$ cat src/rtl/fp_requant_pkg.sv
// fp_requant_pkg: shared definitions for the fixed-point requantiser.
//   - rounding mode encodings used on i_mode
//   - sat_limits(): signed min/max representable in a WI_OUT.WF_OUT word
package fp_requant_pkg;

    localparam logic [1:0] RND_FLOOR     = 2'b00;
    localparam logic [1:0] RND_HALF_UP   = 2'b01;
    localparam logic [1:0] RND_HALF_EVEN = 2'b10;
    localparam logic [1:0] RND_TO_ZERO   = 2'b11;

    typedef struct packed {
        logic signed [63:0] max_v;
        logic signed [63:0] min_v;
    } sat_lim_t;

    // Limits of a signed word of wi_out+wf_out bits, in units of its LSB.
    function automatic sat_lim_t sat_limits(input int wi_out, input int wf_out);
        sat_lim_t lim;
        lim.max_v = (64'sd1 <<< (wi_out + wf_out - 1)) - 64'sd1;
        lim.min_v = -(64'sd1 <<< (wi_out + wf_out - 1));
        return lim;
    endfunction

endpackage

$ cat src/rtl/fp_round_incr.sv
// fp_round_incr: combinational rounding-increment decision.
//   D        number of discarded fraction bits (0 = identity, never increments)
//   i_q_lsb  LSB of the floor-shifted value (tie-break for HALF_EVEN)
//   i_r      discarded remainder bits
//   i_sign   sign of the original sample
//   i_mode   rounding mode (fp_requant_pkg RND_*)
//   o_inc    1 when the floor result must be incremented
module fp_round_incr
    import fp_requant_pkg::*;
#(
    parameter  int D  = 14,
    localparam int RW = (D > 0) ? D : 1
) (
    input  logic          i_q_lsb,
    input  logic [RW-1:0] i_r,
    input  logic          i_sign,
    input  logic [1:0]    i_mode,
    output logic          o_inc
);

    generate
        if (D == 0) begin : g_identity
            assign o_inc = 1'b0;
        end else begin : g_round
            // Remainder value of exactly one half output LSB.
            localparam logic [RW-1:0] HALF = RW'(1'b1) << (D - 1);

            // Increment decision per rounding mode.
            always_comb begin
                o_inc = 1'b0;
                case (i_mode)
                    RND_FLOOR:     o_inc = 1'b0;
                    RND_HALF_UP:   o_inc = (i_r >= HALF);
                    RND_HALF_EVEN: o_inc = (i_r > HALF) || ((i_r == HALF) && i_q_lsb);
                    // floor already rounds positives toward zero; negatives with
                    // a non-zero remainder need one step back up
                    RND_TO_ZERO:   o_inc = i_sign && (i_r != {RW{1'b0}});
                    default:       o_inc = 1'b0;
                endcase
            end
        end
    endgenerate

endmodule

$ cat src/rtl/fp_requant_pipe.sv
// fp_requant_pipe: two-stage pipelined signed fixed-point requantiser,
// WI_IN.WF_IN -> WI_OUT.WF_OUT, run-time rounding mode, valid/ready on both sides.
//   Stage S1: floor shift + rounding increment, full-width sum q+inc.
//   Stage S2: range check, wrap or saturate, overflow flag.
// Build option: define FP_REQUANT_SAT_EN to clamp overflowing results to the
// output range; otherwise the low output bits of q+inc are kept (wrap).
// Ports:
//   i_clk, i_rst       clock, synchronous active-high reset
//   i_mode             rounding mode, sampled with each accepted input
//   i_in_valid/o_in_ready/i_in_data     input stream
//   o_out_valid/i_out_ready/o_out_data  output stream
//   o_out_ovf          this output sample was out of range
//   o_ovf_count        overflowed output transfers since reset, saturating
module fp_requant_pipe
    import fp_requant_pkg::*;
#(
    parameter int WI_IN  = 4,
    parameter int WF_IN  = 28,
    parameter int WI_OUT = 2,
    parameter int WF_OUT = 14,
    parameter int CNT_W  = 16
) (
    input  logic                      i_clk,
    input  logic                      i_rst,
    input  logic [1:0]                i_mode,
    input  logic                      i_in_valid,
    output logic                      o_in_ready,
    input  logic [WI_IN+WF_IN-1:0]    i_in_data,
    output logic                      o_out_valid,
    input  logic                      i_out_ready,
    output logic [WI_OUT+WF_OUT-1:0]  o_out_data,
    output logic                      o_out_ovf,
    output logic [CNT_W-1:0]          o_ovf_count
);

    localparam int D  = WF_IN - WF_OUT;
    localparam int IW = WI_IN + WF_IN;
    localparam int QW = WI_IN + WF_OUT;
    localparam int SW = QW + 1;          // q+inc can exceed q by one LSB
    localparam int W  = WI_OUT + WF_OUT;
    localparam int RW = (D > 0) ? D : 1;

    localparam sat_lim_t              LIM   = sat_limits(WI_OUT, WF_OUT);
    localparam logic signed [SW-1:0]  MAX_V = SW'(LIM.max_v);
    localparam logic signed [SW-1:0]  MIN_V = SW'(LIM.min_v);

    logic signed [QW-1:0] w_q;
    logic [RW-1:0]        w_r;
    logic                 w_inc;
    logic signed [SW-1:0] w_sum;
    logic                 w_s2_free;
    logic                 w_ovf;
    logic [W-1:0]         w_res;

    logic                 r_s1_v;
    logic signed [SW-1:0] r_s1_sum;
    logic                 r_s2_v;
    logic [W-1:0]         r_out_data;
    logic                 r_out_ovf;
    logic [CNT_W-1:0]     r_ovf_count;

    // Dropping the low D bits of a two's complement word is a floor shift.
    assign w_q = i_in_data[IW-1:D];
    assign w_r = i_in_data[RW-1:0];

    fp_round_incr #(.D(D)) u_round_incr (
        .i_q_lsb (w_q[0]),
        .i_r     (w_r),
        .i_sign  (i_in_data[IW-1]),
        .i_mode  (i_mode),
        .o_inc   (w_inc)
    );

    assign w_sum = {w_q[QW-1], w_q} + {{(SW-1){1'b0}}, w_inc};

    // S2 can take a new sample when it is empty or being drained this cycle.
    assign w_s2_free  = !r_s2_v || i_out_ready;
    assign o_in_ready = !i_rst && (!r_s1_v || w_s2_free);

    // Range check on the S1 sum and selection of the output word.
    always_comb begin
        w_ovf = (r_s1_sum > MAX_V) || (r_s1_sum < MIN_V);
        w_res = r_s1_sum[W-1:0];
`ifdef FP_REQUANT_SAT_EN
        if (w_ovf) begin
            if (r_s1_sum[SW-1]) begin
                w_res = MIN_V[W-1:0];
            end else begin
                w_res = MAX_V[W-1:0];
            end
        end else begin
            w_res = r_s1_sum[W-1:0];
        end
`endif
    end

    // Stage S1: capture the rounded full-width sum of an accepted input.
    always_ff @(posedge i_clk) begin
        if (i_rst) begin
            r_s1_v   <= 1'b0;
            r_s1_sum <= {SW{1'b0}};
        end else if (o_in_ready) begin
            r_s1_v <= i_in_valid;
            if (i_in_valid) begin
                r_s1_sum <= w_sum;
            end
        end
    end

    // Stage S2: registered output word and overflow flag; holds while stalled.
    always_ff @(posedge i_clk) begin
        if (i_rst) begin
            r_s2_v     <= 1'b0;
            r_out_data <= {W{1'b0}};
            r_out_ovf  <= 1'b0;
        end else if (w_s2_free) begin
            r_s2_v <= r_s1_v;
            if (r_s1_v) begin
                r_out_data <= w_res;
                r_out_ovf  <= w_ovf;
            end
        end
    end

    // Sticky overflow counter, counts overflowed output transfers, saturates.
    always_ff @(posedge i_clk) begin
        if (i_rst) begin
            r_ovf_count <= {CNT_W{1'b0}};
        end else if (r_s2_v && i_out_ready && r_out_ovf &&
                     (r_ovf_count != {CNT_W{1'b1}})) begin
            r_ovf_count <= r_ovf_count + {{(CNT_W-1){1'b0}}, 1'b1};
        end
    end

    assign o_out_valid = r_s2_v;
    assign o_out_data  = r_out_data;
    assign o_out_ovf   = r_out_ovf;
    assign o_ovf_count = r_ovf_count;

endmodule
$ cat config.mk
export PLATFORM = sky130hd
export DESIGN_NAME = fp_requant_pipe
export DESIGN_NICKNAME = d
export VERILOG_FILES = /design/src/rtl/fp_requant_pkg.sv /design/src/rtl/fp_round_incr.sv /design/src/rtl/fp_requant_pipe.sv
export SDC_FILE = /design/constraint.sdc
export NUM_CORES = 1
export LEC_CHECK = 0
export CORE_MARGIN = 3
export CORE_UTILIZATION = 50
export CTS_BUF_LIST = sky130_fd_sc_hd__clkbuf_16
export DETAILED_ROUTE_END_ITERATION = 8
export PLACE_DENSITY = 0.86
export RECOVER_POWER = 25
export SLEW_MARGIN = 25
export SYNTH_ARGS = -nofsm -noshare
export SYNTH_HDL_FRONTEND = slang
export SYNTH_SLANG_ARGS = --single-unit
$ cat constraint.sdc
create_clock -name i_clk -period 3.4 [get_ports i_clk]
set_clock_uncertainty 0.05 [all_clocks]
set_input_delay 0.34 -clock i_clk [delete_from_list [all_inputs] [get_ports i_clk]]
set_output_delay 0.34 -clock i_clk [all_outputs]
set_load 0.01 [all_outputs]
==> flow_summary.ini <==
[run_status]
status = complete, no violations

[final_layout]
stdcell_count = 448
drive_gt1_frac = 0.0525
area_growth_pct = 36.6
n_antenna_cell = 0
fin_nets = 421

[critical_path]
rrSetupSlack_ns = 1.38
crit_type = in2reg
worst-endpoint-arrival_ns = 2.55
crit_path_end_kind = register
ff2ff_path_depth = 4
r2r-end = o_ovf_count[0]$_SDFFE_PP0P_
r2r_start = o_ovf_count[3]$_SDFFE_PP0P_
start_kind = input port
crit_required_ns = 3.50
cp_max_fo = 7

[hold_path]
hold_path_class = reg2reg
worstHoldEndpoint = o_out_data[14]$_SDFFE_PP0P_
hold_depth = 2
min-delay-start = o_out_data[14]$_SDFFE_PP0P_

[detailed_routing]
drc = 0
wire_per_inst_um = 13.7
final_antenna_net_count = 0
vias = 2576
dr.pass1.iters = 4
routed_wl_um = 6130
avgViaCountPerCell = 5.75
drt_iter0_drc = 123

[yosys]
ys_warn_count = 0
yosysMostFrequentCell = nand2_1
avgSynthCellArea_sq_um = 8.17
synth-async-reset-ratio = 0
synth_seq_cells = 54
synth-edff-count = 0
synth_area_leaders = dfxtp_1 42%, nand2_1 8.2%, nand3_1 5.7%, a21oi_1 4.9%, or4_1 3.8%
yosys.area.top_type = dfxtp_1
ys.flop_type = dfxtp_1
postSynthCellCount = 314
synth_top_area_frac = 0.421
yosys-top-cells-count = 56 x nand2_1, 54 x dfxtp_1, 29 x nand3_1
syn_nets = 355
synth_area_sq_um = 2560
yosysUniqueCellTypes = 40
yosysSeqAreaShare = 0.421

[clock_network]
clk_pin_slew_ns = 0.07
cts_buffers = 5
postCtsSetupBuffers = 0
htree_levels = 2
clockBufferDepth = 2
cts_root_buffer = clkbuf_16
cts_sinks = 54
clock_latency_ns = 0.29
cts_tree = done
hold_buffers = 0
cts.repair.resized = 0

[grt]
grt_pass1_wl_um = 10800
grt_pass1_vias = 2398
grt_max_degree = 32
antenna_found_initial = 0
grtUsageTotal = 0.216
overflow = 0

[timing]
min_period_ns = 2.45
fin_hold_ws_ns = 0.402
hold_viol = 0
worstMarginPinSlew_ns = 0.671
grt_setup_unrepaired = false
slew_headroom = 0.552
final-max-slew-violation-count = 0
period_share = 0.721
final-setup-viol-count = 0
finalSetupTns_ns = 0
timing.fmax_mhz = 408

[floorplan]
dieArea_sq_um = 6030
fp-row-count = 25
start_util = 0.529
io-pin-count = 73
die_y_um = 77.6
coreArea_sq_um = 4850
die_w_um = 77.6

[place]
gp_congestion = 0.921
hpwl_um = 4460
dp.cells = 440
port_buffers = 72

[pwr]
p_leak_nw = 1.27
p_total_mw = 1.40
ir_drop_v = 0.000254
powerDensity_nw_per_um2 = 400

[job]
drv_cap = 0
-- layout make-up --
class / instances / area, sq um
Clock buffer: 5 / 125
Clock inverter: 3 / 47.5
Fill cell: 373 / 1340
Inverter: 6 / 22.5
Multi-Input combinational cell: 237 / 1390
Sequential cell: 54 / 1080
Tap cell: 67 / 83.8
Timing Repair Buffer: 76 / 751
-- report_power, final --
part           internal, mW  total [mW]  switching [mW]
Clock                 0.351       0.580           0.229
Sequential            0.658       0.673          0.0155
Combinational        0.0770       0.150          0.0730
Total                  1.09        1.40           0.317
-- critical path, cell delays in order --
cell and delay, ns:
clkdlybuf4s50_1 0.41, nor4_1 0.33, nand4_1 0.14, o2bb2ai_1 0.14, nand2_1 0.07, ha_1 0.21
ha_1 0.21, and3_1 0.24, nand3_1 0.20, or4_1 0.15, o311ai_0 0.11
-- per-layer routing --
metal | share of wire | global-route usage
met5 | 0 | 0
met4 | 0.012 | 0.0694
met3 | 0.069 | 0.0429
met2 | 0.52 | 0.387
met1 | 0.40 | 0.257
-- state kept, by name, summed over array words and instances (netlist names) --
name,count
r_s1_v,1
o_out_ovf,1
o_out_data,16
o_out_valid,1
o_ovf_count,16
r_s1_sum,19
-- per-stage QoR --
step | util | setup slack (ns) | instance area, sq um
after global placement | 0.687 | 0.770 | 3330
after CTS | 0.723 | 0.913 | 3500
after floorplan | - | 1.25 | 2560
after detailed placement | 0.687 | 0.600 | 3330
after global routing | 0.723 | 0.768 | 3500
final | 0.723 | 0.947 | 3500
-- kinds of logic after synthesis --
group           after synthesis  share of synthesized area
mux                           5                     0.0215
compound gates               60                      0.142
flops                        54                      0.421
xor+xnor                     10                     0.0341
simple gates                159                      0.331
fa+ha+maj                     3                     0.0146
buf+inv                      23                     0.0351
-- how the worst max path moves through the flow --
stage	slack, ns	depth (start not counted)	end	startpoint
2_1_floorplan	1.25	10	r_s1_sum[16]$_SDFFE_PP0P_	i_in_data[2]
3_3_place_gp	0.77	11	r_s1_sum[16]$_SDFFE_PP0P_	i_in_data[9]
3_5_place_dp	0.60	11	r_s1_sum[16]$_SDFFE_PP0P_	i_in_data[9]
4_1_cts	0.91	11	r_s1_sum[16]$_SDFFE_PP0P_	i_in_data[9]
5_1_grt	0.77	10	r_s1_sum[16]$_SDFFE_PP0P_	i_in_data[31]
6_report	0.95	11	r_s1_sum[16]$_SDFFE_PP0P_	i_in_data[1]
-- cells in the final DEF (no fill, tap or decap), drive strengths merged, types with 2 or more instances in the layout --
cell type       n
o21ai          13
and3            6
dlygate4sd3    21
o31ai           7
nand4          11
o211ai          5
dfxtp          54
nor4            6
a21oi          25
o311ai          2
or4            13
nor2           12
clkbuf          5
clkdlybuf4s50  51
and4            5
o21bai          2
nor3            4
xnor2           2
xor2            8
nand3b          3
nor2b           7
ha              3
mux2            4
nand2          56
buf             4
or3             3
inv             7
nand3          31
Power figures use the tool's default switching activity.
